[src/rtl/tdm_scan_pkg.sv]
// ---------------------------------------------------------------------------
// tdm_scan_pkg
// Shared constants for the TDM scan multiplexer:
//   - FSM state encoding (IDLE / MANUAL / SCAN)
//   - mode input encoding (manual / auto-scan)
//   - helper to size the dwell counter from the DWELL parameter
// No ports; imported by tdm_next_ch and tdm_scan_mux.
// ---------------------------------------------------------------------------
package tdm_scan_pkg;

   localparam logic [1:0] ST_IDLE   = 2'd0;
   localparam logic [1:0] ST_MANUAL = 2'd1;
   localparam logic [1:0] ST_SCAN   = 2'd2;

   localparam logic MODE_MANUAL = 1'b0;
   localparam logic MODE_SCAN   = 1'b1;

   // Bits needed to hold the values 0..dwell, i.e. ceil(log2(dwell+1)).
   function automatic int cnt_width(input int dwell);
      return $clog2(dwell + 1);
   endfunction

endpackage

[src/rtl/tdm_next_ch.sv]
// ---------------------------------------------------------------------------
// tdm_next_ch
// Combinational channel finder for the scan pointer.
// Ports:
//   ch_mask   [NUM_CH-1:0] in  : 1 = channel takes part in the scan
//   cur_ch    [SEL_W-1:0]  in  : channel currently presented
//   next_ch   [SEL_W-1:0]  out : next higher unmasked index, wrapping to
//                                the lowest unmasked index
//   lowest_ch [SEL_W-1:0]  out : lowest unmasked index (0 if none)
//   any_set                out : at least one channel is unmasked
// ---------------------------------------------------------------------------
module tdm_next_ch
   import tdm_scan_pkg::*;
#(
   parameter int NUM_CH = 8,
   parameter int SEL_W  = $clog2(NUM_CH)
) (
   input  logic [NUM_CH-1:0] ch_mask,
   input  logic [SEL_W-1:0]  cur_ch,
   output logic [SEL_W-1:0]  next_ch,
   output logic [SEL_W-1:0]  lowest_ch,
   output logic              any_set
);

   logic found_lo;
   logic found_nx;

   // Priority search from index 0 upward: the first hit is the lowest
   // unmasked channel, the first hit above cur_ch is the successor.
   always_comb begin
      lowest_ch = '0;
      next_ch   = '0;
      found_lo  = 1'b0;
      found_nx  = 1'b0;
      for (int i = 0; i < NUM_CH; i++) begin
         if (ch_mask[i] && !found_lo) begin
            lowest_ch = SEL_W'(i);
            found_lo  = 1'b1;
         end
         if (ch_mask[i] && !found_nx && (SEL_W'(i) > cur_ch)) begin
            next_ch  = SEL_W'(i);
            found_nx = 1'b1;
         end
      end
      // Nothing above the current channel: wrap with no gap cycle.
      if (!found_nx) begin
         next_ch = lowest_ch;
      end
   end

   assign any_set = |ch_mask;

endmodule

[src/rtl/tdm_scan_mux.sv]
// ---------------------------------------------------------------------------
// tdm_scan_mux
// Time-division multiplexer selecting one of NUM_CH channels, either by a
// manual select or by scanning the unmasked channels, each held for DWELL
// cycles. All outputs are registered one clock after the sampled inputs.
// Ports:
//   clk          in  : clock, rising edge
//   rst          in  : asynchronous active-high reset
//   en           in  : run enable (0 returns to IDLE)
//   mode         in  : 0 = manual select, 1 = auto-scan
//   sel_in       in  : manual channel select [SEL_W-1:0]
//   ch_mask      in  : scan inclusion mask [NUM_CH-1:0]
//   data_in      in  : packed channels, channel i at [i*DATA_W +: DATA_W]
//   data_out     out : registered selected channel data [DATA_W-1:0]
//   sel_out      out : channel index shown on data_out [SEL_W-1:0]
//   valid_out    out : data_out / sel_out are meaningful
//   frame_start  out : pulse on the first dwell cycle of the lowest
//                      unmasked channel while scanning
// ---------------------------------------------------------------------------
module tdm_scan_mux
   import tdm_scan_pkg::*;
#(
   parameter  int NUM_CH = 8,
   parameter  int DATA_W = 1,
   parameter  int DWELL  = 1,
   localparam int SEL_W  = $clog2(NUM_CH)
) (
   input  logic                     clk,
   input  logic                     rst,
   input  logic                     en,
   input  logic                     mode,
   input  logic [SEL_W-1:0]         sel_in,
   input  logic [NUM_CH-1:0]        ch_mask,
   input  logic [NUM_CH*DATA_W-1:0] data_in,
   output logic [DATA_W-1:0]        data_out,
   output logic [SEL_W-1:0]         sel_out,
   output logic                     valid_out,
   output logic                     frame_start
);

   localparam int              CNT_W      = cnt_width(DWELL);
   localparam logic [CNT_W-1:0] DWELL_LAST = CNT_W'(DWELL - 1);

   // Selects channel idx from the packed bus; out-of-range gives zero.
   function automatic logic [DATA_W-1:0] pick_ch(
      input logic [NUM_CH*DATA_W-1:0] bus,
      input logic [SEL_W-1:0]         idx
   );
      logic [DATA_W-1:0] r;
      r = '0;
      for (int i = 0; i < NUM_CH; i++) begin
         if (idx == SEL_W'(i)) begin
            r = bus[i*DATA_W +: DATA_W];
         end
      end
      return r;
   endfunction

   // True when idx names an existing channel (matters for non-power-of-2
   // channel counts, where sel_in can exceed NUM_CH-1).
   function automatic logic sel_ok(input logic [SEL_W-1:0] idx);
      return ({1'b0, idx} < (SEL_W+1)'(NUM_CH));
   endfunction

   logic [1:0]        state_r, state_nx;
   logic [SEL_W-1:0]  ptr_r, ptr_nx;
   logic [CNT_W-1:0]  cnt_r, cnt_nx;

   logic [SEL_W-1:0]  next_ch;
   logic [SEL_W-1:0]  lowest_ch;
   logic              any_set;

   logic [DATA_W-1:0] data_p1, data_nx;
   logic [SEL_W-1:0]  sel_p1, sel_nx;
   logic              vld_p1, vld_nx;
   logic              frame_p1, frame_nx;

   tdm_next_ch #(
      .NUM_CH (NUM_CH),
      .SEL_W  (SEL_W)
   ) u_next_ch (
      .ch_mask   (ch_mask),
      .cur_ch    (ptr_r),
      .next_ch   (next_ch),
      .lowest_ch (lowest_ch),
      .any_set   (any_set)
   );

   // Stage p0: next state from the sampled control inputs.
   // Entering SCAN needs at least one unmasked channel, otherwise the
   // block would scan nothing; it falls back to IDLE instead.
   always_comb begin
      state_nx = state_r;
      case (state_r)
         ST_IDLE: begin
            if (en) begin
               if (mode == MODE_MANUAL) begin
                  state_nx = ST_MANUAL;
               end else if (any_set) begin
                  state_nx = ST_SCAN;
               end
            end
         end
         ST_MANUAL: begin
            if (!en) begin
               state_nx = ST_IDLE;
            end else if (mode == MODE_SCAN) begin
               state_nx = any_set ? ST_SCAN : ST_IDLE;
            end
         end
         ST_SCAN: begin
            if (!en) begin
               state_nx = ST_IDLE;
            end else if (mode == MODE_MANUAL) begin
               state_nx = ST_MANUAL;
            end else if (!any_set) begin
               state_nx = ST_IDLE;
            end
         end
         default: state_nx = ST_IDLE;
      endcase
   end

   // Scan pointer and dwell counter. cnt_r counts the cycles the current
   // channel has already been shown beyond its first, so it tops out at
   // DWELL-1 and cannot overflow. A channel that gets masked is left on
   // the next clock regardless of how far its dwell has run.
   always_comb begin
      ptr_nx = ptr_r;
      cnt_nx = cnt_r;
      if (state_nx == ST_SCAN) begin
         if (state_r != ST_SCAN) begin
            ptr_nx = lowest_ch;
            cnt_nx = '0;
         end else if (!ch_mask[ptr_r] || (cnt_r == DWELL_LAST)) begin
            ptr_nx = next_ch;
            cnt_nx = '0;
         end else begin
            cnt_nx = cnt_r + CNT_W'(1);
         end
      end
   end

   // Output values for the coming cycle, derived from the next state so
   // that data appears exactly one clock after the inputs were sampled.
   always_comb begin
      data_nx  = data_p1;
      sel_nx   = sel_p1;
      vld_nx   = 1'b0;
      frame_nx = 1'b0;
      case (state_nx)
         ST_MANUAL: begin
            if (sel_ok(sel_in)) begin
               data_nx = pick_ch(data_in, sel_in);
               sel_nx  = sel_in;
               vld_nx  = 1'b1;
            end else begin
               data_nx = '0;
            end
         end
         ST_SCAN: begin
            data_nx  = pick_ch(data_in, ptr_nx);
            sel_nx   = ptr_nx;
            vld_nx   = 1'b1;
            frame_nx = (ptr_nx == lowest_ch) && (cnt_nx == '0);
         end
         default: ;
      endcase
   end

   // Stage p1: registered state, scan position and outputs.
   always_ff @(posedge clk or posedge rst) begin
      if (rst) begin
         state_r  <= ST_IDLE;
         ptr_r    <= '0;
         cnt_r    <= '0;
         data_p1  <= '0;
         sel_p1   <= '0;
         vld_p1   <= 1'b0;
         frame_p1 <= 1'b0;
      end else begin
         state_r  <= state_nx;
         ptr_r    <= ptr_nx;
         cnt_r    <= cnt_nx;
         data_p1  <= data_nx;
         sel_p1   <= sel_nx;
         vld_p1   <= vld_nx;
         frame_p1 <= frame_nx;
      end
   end

   assign data_out    = data_p1;
   assign sel_out     = sel_p1;
   assign valid_out   = vld_p1;
   assign frame_start = frame_p1;

endmodule

[config.mk]
export PLATFORM = sky130hd
export DESIGN_NAME = tdm_scan_mux
export DESIGN_NICKNAME = d
export VERILOG_FILES = /design/src/rtl/tdm_scan_pkg.sv /design/src/rtl/tdm_next_ch.sv /design/src/rtl/tdm_scan_mux.sv
export SDC_FILE = /design/constraint.sdc
export NUM_CORES = 1
export LEC_CHECK = 0
export ABC_AREA = 1
export BUFFER_PORTS_ARGS = -buffer_cell sky130_fd_sc_hd__buf_2
export CAP_MARGIN = 20
export CORE_MARGIN = 2
export CORE_UTILIZATION = 40
export CTS_BUF_LIST = sky130_fd_sc_hd__clkbuf_8 sky130_fd_sc_hd__clkbuf_16
export DETAILED_ROUTE_END_ITERATION = 8
export GPL_TIMING_DRIVEN = 1
export PLACE_DENSITY = 0.75
export SYNTH_ARGS = -nofsm -noshare
export SYNTH_HDL_FRONTEND = slang
export SYNTH_SLANG_ARGS = --single-unit
[constraint.sdc]
create_clock -name clk -period 2 [get_ports clk]
set_input_delay 0.4 -clock clk [delete_from_list [all_inputs] [get_ports clk]]
set_output_delay 0.4 -clock clk [all_outputs]
set_load 0.05 [all_outputs]
==> flow_summary_export.csv, run 1 <==
group,metric,value,unit
floorplan,die_x,57.9,um
synth,synthCells,187,
synth,synthAdderAreaFrac,0.0108,
synth,synth_cell_type_count,27,
synth,synth_compound_area_frac,0.178,
run_status,violations,"setup timing",
synth,ys_warn_count,0,
timing,finalSetupTns,-67.5,ps
synth,synth_top_family_by_area,"simple AND/OR/NAND/NOR gates",
power_and_ir_drop,p_leak,0.953,nW
floorplan,io_pins,29,
timing,tightest_slew,454,ps
floorplan,num_rows,19,
timing,fin_crit,2070,ps
timing,slew_violations,0,
global_routing,grt_first_pass_wirelength,5.38,mm
global_routing,grt_max_degree,13,
setup_path,cp_slowest_stage_delay,470,ps
layout,stdcell_count,279,
synth,synthXorXnorAreaFrac,0.00755,
drt,drt_iter0_drc,34,
floorplan,start_util,0.421,
place,dp_hpwl,2.46,mm
layout,n_antenna_cell,0,
floorplan,dieArea,3350,um^2
place,post-place-ws,-178,ps
drt,dr.pass1.iters,4,
setup_path,worstSetupEndpointType,"flop",
place,placed_area,1530,um^2
global_routing,track_usage,0.202,
place,dp_cells,271,
setup_path,cp_cell_sequence,"nand2_2 -> nand3_4 -> buf_4 -> nand3_2 -> nor2_4 -> o21ai_2 -> nand2_2 -> o21bai_4 -> nand2_2 -> nand2_4 -> nand2_4 -> nand2_1 -> nand3_1 -> nand2_1 -> nand2_1 -> nand2_2 -> a21oi_2",
global_routing,grt_pass1_vias,1266,
job,drv_cap,0,
drt,wl,3.21,mm
synth,synth_top_area_frac,0.259,
layout,final_cell_area,1770,um^2
power_and_ir_drop,irDropWorstVdd,0.547,mV
synth,synthTopCellsByArea,"dfrtp_1, nand2_1, inv_1",
synth,avgSynthCellArea,6.20,um^2
synth,ys_ff_latch,12,
floorplan,core-area,2760,um^2
clock_network,htreeDepth,1,
timing,fin_crit_sh,1.03,
clock_network,cts_hold_buf,0,
layout,drive_gt1_frac,0.456,
clock_network,numClockSinks,12,
drt,vias,1408,
clock_network,cts_tree,"yes",
timing,max_slew_margin,0.697,
setup_path,startpoint_type,"flop",
place,port_buffers,28,
setup_path,worst_path_max_delay_cell,"dfrtp_2",
drt,ant_nets,0,
hold_path,holdCritPathClass,"input port to asynchronous set/reset pin",
synth,synth_mux_area_frac,0.0173,
clock_network,clockRootBuffer,"clkbuf_8",
global_routing,grt_antenna_before_repair,0,
floorplan,die_y,57.9,um
global_routing,overflow,0,
timing,max_freq,0.484,GHz
drt,viasPerCell,5.05,
clock_network,cts_made_buffers,3,
drt,wire_per_inst,11.5,um
timing,fin_skew,1.16,ps
timing,setup_slack,-67.5,ps
setup_path,crit_top_cell,"nand2_2",
synth,synth-simple-area-share,0.401,
clock_network,path_clk_slew,50,ps
place,gp_congestion,0.840,
layout,nets,273,
clock_network,insertion_delay,240,ps
timing,rsz0062_at_grt,"yes",
power_and_ir_drop,total_power,1.20,mW
synth,syn-cell-area,1160,um^2
setup_path,worst-path-max-fanout,7,
synth,synthesis.nets,211,
run_status,status,"finished, violations left",
synth,yosysSeqAreaShare,0.259,
setup_path,worstPathRequired,2130,ps
setup_path,crit_type,"flop to flop",
timing,setup_violations,1,
setup_path,critPathArrivalTime,2200,ps
layout,areaGrowthSynthToFinish,52.6,%
clock_network,clock_path_buffers,2,
synth,yosysTopAreaCell,"dfrtp_1",
power_and_ir_drop,p_per_area,679,nW/um^2
timing,hold_violations,0,
drt,drc_errors,0,
-- cells by family (layout without fill, tap and decap cells) --
| family | after synthesis | count (layout) |
|---|---|---|
| DFF | 12 | 12 |
| adders and majority gates | 1 | 1 |
| AOI/OAI and AO/OA | 34 | 34 |
| buffers and inverters | 37 | 98 |
| xor gates and xnor gates | 1 | 1 |
| and+or+nand+nor | 100 | 100 |
| muxes | 2 | 2 |
-- what timing repair did --
item / CTS / global route
pin swaps: 1 / 17
resized for setup: 9 / 35
endpoints found under the setup margin: 3 / 4
setup buffers: 3 / 1
-- layout by cell type, fill, tap and decap left out, types with 3 or more instances in the layout --
master	synthesis	routed
a21oi_1	11	8
a21oi_2	2	5
buf_2	0	28
buf_4	2	30
clkbuf_8	0	4
dfrtp_1	12	10
inv_1	32	29
inv_2	2	4
nand2_1	46	36
nand2_2	3	11
nand2_4	3	5
nand3_1	20	15
nand3_2	2	5
nor2_1	19	16
nor2_4	0	4
o211ai_1	4	4
o21ai_0	7	7
o21ai_2	0	3
-- worst max-delay path, delay by kind of cell, from the launching register on --
kind	cells	cell delay (ps)
DFF	1	470
AOI/OAI and AO/OA	3	320
buffers and inverters	1	150
and+or+nand+nor	13	1010
-- stage by stage --
stage	hold slack [ps]	util
after floorplan	265	-
after global placement	429	0.556
after detailed placement	431	0.556
after CTS	180	0.593
after global routing	207	0.642
final	154	0.642
-- final timing paths --
kind                                 start          to  slack, ps  cells past startpoint
worst max register to register    ptr_r[0]    data_out        -70                     17
max in group asynchronous              rst    ptr_r[0]       1510                      2
worst min-delay path                   rst  sel_out[1]        150                      2
min in group clk                      mode  state_r[0]        330                      2
worst min register to register  sel_out[2]  sel_out[2]        530                      2
worst max-delay path              ptr_r[0]    data_out        -70                     17
-- cell usage after synthesis --
library cell,instances
nand4_1,2
nand2_1,46
o21bai_2,1
nor3_1,1
buf_4,2
nand3_1,20
o21ai_1,5
dfrtp_1,12
mux2i_1,2
a21oi_1,11
a31oi_1,1
nand3_2,2
inv_2,2
xor2_1,1
inv_1,32
nor2_2,3
nor2_1,19
nand4_2,1
o211ai_1,4
a21oi_2,2
o21ai_0,7
nand2_2,3
clkbuf_1,1
a41oi_1,2
ha_1,1
a31o_2,1
nand2_4,3
-- state kept, by name (all words and copies together) (netlist names) --
| signal | flops |
|---|---|
| state_r | 2 |
| cnt_r | 1 |
| valid_out | 1 |
| sel_out | 3 |
| frame_start | 1 |
| ptr_r | 3 |
| data_out | 1 |
-- per-layer routing --
layer,vias up,global-route usage,share of wire
li1,729,-,-
met1,645,0.282,0.46
met2,28,0.338,0.50
met3,6,0.0223,0.025
met4,0,0.0465,0.014
met5,-,0,0
-- power by group --
group | leakage (nW) | internal, mW | total [mW] | switching [mW]
Combinational | 0.777 | 0.250 | 0.620 | 0.369
Sequential | 0.147 | 0.279 | 0.315 | 0.0360
Clock | 0.0288 | 0.174 | 0.267 | 0.0930
Total | 0.953 | 0.703 | 1.20 | 0.499
-- final cells by class --
class	instances	area (um^2)
Fill cell	242	987
Clock buffer	4	55.1
Timing Repair Buffer	60	388
Multi-Input combinational cell	138	856
Sequential cell	12	303
Tap cell	31	38.8
Inverter	34	130
No activity file was read; power rests on OpenSTA's default activity.
==> inputs of run 2 (changes only) <==
- ABC_AREA: 1 -> unset
- PLACE_DENSITY: 0.75 -> 0.74
==> run 2 against run 1 <==
Effect of this change: critical endpoint unchanged; count of clock-buffer cells in the layout unchanged; critical path depth fell by 8; total power rose by 7.4%; sequential share of layout area decreased by 2.0 points; the flow still finishes with violations (setup timing).
==> flow_summary_export.csv, run 2 <==
group,metric,value,unit
run_status,status,"finished, violations left",
run_status,violations,"setup timing",
timing,finalSetupTns,-1030,ps
synth,synthTopCellsByCount,"nand2_1, dfrtp_1, nor2_1",
drt,drc_errors,0,
setup_path,startpoint_type,"flop",
synth,async_flop_share,1.00,
job,drv_cap,0,
setup_path,cp_slowest_stage_delay,560,ps
clock_network,path_clk_slew,50,ps
clock_network,cts_hold_buf,0,
layout,n_antenna_cell,0,
power_and_ir_drop,p_sw,0.514,mW
floorplan,dieArea,3700,um^2
timing,setup_slack,-285,ps
floorplan,start_util,0.423,
synth,synth_edf_count,0,
timing,slew_violations,0,
global_routing,grt_max_degree,13,
drt,wl,4.31,mm
floorplan,die_x,60.8,um
clock_network,cts_tree,"yes",
global_routing,overflow,0,
drt,vias,1583,
drt,dr.pass1.iters,4,
timing,rsz0062_at_grt,"yes",
timing,fin_crit_sh,1.14,
synth,synth_ff_type,"dfrtp_1",
power_and_ir_drop,p_per_area,649,nW/um^2
floorplan,num_rows,20,
setup_path,worstSetupEndpointType,"flop",
power_and_ir_drop,p_leak,0.911,nW
synth,synth_cell_type_count,50,
drt,wire_per_inst,16.0,um
clock_network,cts_made_buffers,3,
power_and_ir_drop,pwr-share-seq,0.235,
drt,viasPerCell,5.86,
place,port_buffers,28,
synth,synthCells,155,
drt,drt_iter0_drc,87,
setup_path,crit_type,"flop to flop",
setup_path,worst-path-max-fanout,10,
layout,stdcell_count,270,
floorplan,die_y,60.8,um
place,dp_hpwl,3.17,mm
hold_path,holdCritPathClass,"input port to asynchronous set/reset pin",
clock_network,htreeDepth,1,
power_and_ir_drop,p_int,0.777,mW
clock_network,numClockSinks,12,
place,post-place-ws,-484,ps
synth,avgSynthCellArea,8.34,um^2
global_routing,grt_antenna_before_repair,0,
global_routing,grt_pass1_vias,1570,
synth,yosysTopAreaCell,"dfrtp_1",
synth,synthesis.nets,179,
drt,ant_nets,0,
layout,fill_cells,258,
setup_path,worstPathRequired,2170,ps
synth,syn-cell-area,1290,um^2
synth,synth_top_area_frac,0.232,
timing,hold_ws,140,ps
power_and_ir_drop,total_power,1.29,mW
timing,max_freq,0.438,GHz
synth,synth_most_common_cell,"nand2_1",
place,gp_congestion,0.969,
synth,ys_warn_count,0,
global_routing,track_usage,0.250,
layout,nets,251,
timing,fin_skew,2.33,ps
floorplan,core-area,3050,um^2
layout,drive_gt1_frac,0.487,
global_routing,grt_first_pass_wirelength,6.87,mm
place,dp_cells,258,
power_and_ir_drop,irDropWorstVdd,0.214,mV
setup_path,worst_path_max_delay_cell,"mux4_2",
synth,yosysSeqAreaShare,0.232,
setup_path,cp_cell_sequence,"mux4_2 -> mux2_4 -> nand2_8 -> and3_4 -> buf_4 -> a311oi_2 -> mux2i_1 -> mux2i_1 -> a31oi_1",
timing,max_slew_margin,0.711,
power_and_ir_drop,p_comb_frac,0.558,
floorplan,io_pins,29,
power_and_ir_drop,clkPwrFrac,0.207,
clock_network,clockRootBuffer,"clkbuf_8",
layout,post-route-util,0.652,
synth,ys_ff_latch,12,
place,placed_area,1750,um^2
layout,areaGrowthSynthToFinish,53.9,%
timing,hold_violations,0,
timing,setup_violations,7,
layout,final_cell_area,1990,um^2
clock_network,clock_path_buffers,2,
layout,final_common_cell,"buf_4",
timing,fin_crit,2290,ps
timing,tightest_slew,433,ps
setup_path,crit_top_cell,"mux2i_1",
setup_path,critPathArrivalTime,2450,ps
layout,final_cell_mix,"buf_4, buf_2, nand2_1",
power_and_ir_drop,netSwitchingFraction,0.398,
synth,synthTopCellsByArea,"dfrtp_1, mux4_2, nand2_1",
clock_network,insertion_delay,250,ps
run 2: cell count changes after synthesis, moves of 4 or more:
cell	before	now
inv_1	32	8
nand2_1	46	22
nand3_1	20	9
nor2_1	19	11
a21oi_1	11	4
a31oi_1	1	7
nor2b_1	0	6
a311oi_1	0	5
o221ai_1	0	5
mux4_2	0	4
nand2b_1	0	4
run 2: power groups by stage:
stage	combinational, mW	sequential (mW)	clock, mW
global placement	0.588	0.303	0
CTS	0.685	0.303	0.274
floorplan	0.314	0.378	0
detailed placement	0.609	0.304	0
finish	0.720	0.303	0.268
global route	0.770	0.308	0.288
run 2: cell families after synthesis:
logic type,count (synthesis),synth area share
buffers and inverters,16,0.0668
AND/OR/NAND/NOR,65,0.258
flip-flops,12,0.232
XOR/XNOR,2,0.0136
multiplexers,9,0.112
AO/OA/AOI/OAI,50,0.307
adder cells (fa/ha/maj),1,0.00968
run 2: cell type report:
| cell class | count | area [um^2] | share of cell area |
|---|---|---|---|
| multi-input cells | 127 | 1050 | 0.526 |
| clock buffers | 4 | 55.1 | 0.0277 |
| well taps | 44 | 55.1 | 0.0277 |
| inverters | 8 | 32.5 | 0.0164 |
| flip-flops and latches | 12 | 300 | 0.151 |
| repair buffers | 75 | 500 | 0.252 |
run 2: worst paths after layout:
kind	start	to	slack [ps]	cells after the start
hold / removal	rst	ptr_r[2]	140	2
max in group asynchronous	rst	state_r[0]	1560	2
setup / recovery	ptr_r[1]	data_out	-290	9
hold reg to reg	sel_out[1]	sel_out[1]	470	1
min in group clk	mode	state_r[1]	400	3
setup reg to reg	ptr_r[1]	data_out	-290	9
run 2: routing by layer:
metal | track usage | routed length (um) | part of all wire | up-vias
li1 | - | - | - | 736
met4 | 0.196 | 231 | 0.054 | 0
met5 | 0 | 0 | 0 | -
met2 | 0.436 | 2200 | 0.51 | 55
met1 | 0.281 | 1760 | 0.41 | 769
met3 | 0.0128 | 125 | 0.029 | 23
run 2: repair_timing:
action                     4_1_cts  5_1_grt
setup endpoints to repair        8        7
resized for setup               16        7
buffers inserted                 7        1
pin swaps                        6        5
run 2: critical path, delay by kind of cell (launching register included):
family / cells / cell delay, ps
AOI/OAI and AO/OA: 2 / 260
buffers and inverters: 1 / 130
DFF: 1 / 390
muxes: 4 / 1110
and+or+nand+nor: 2 / 290
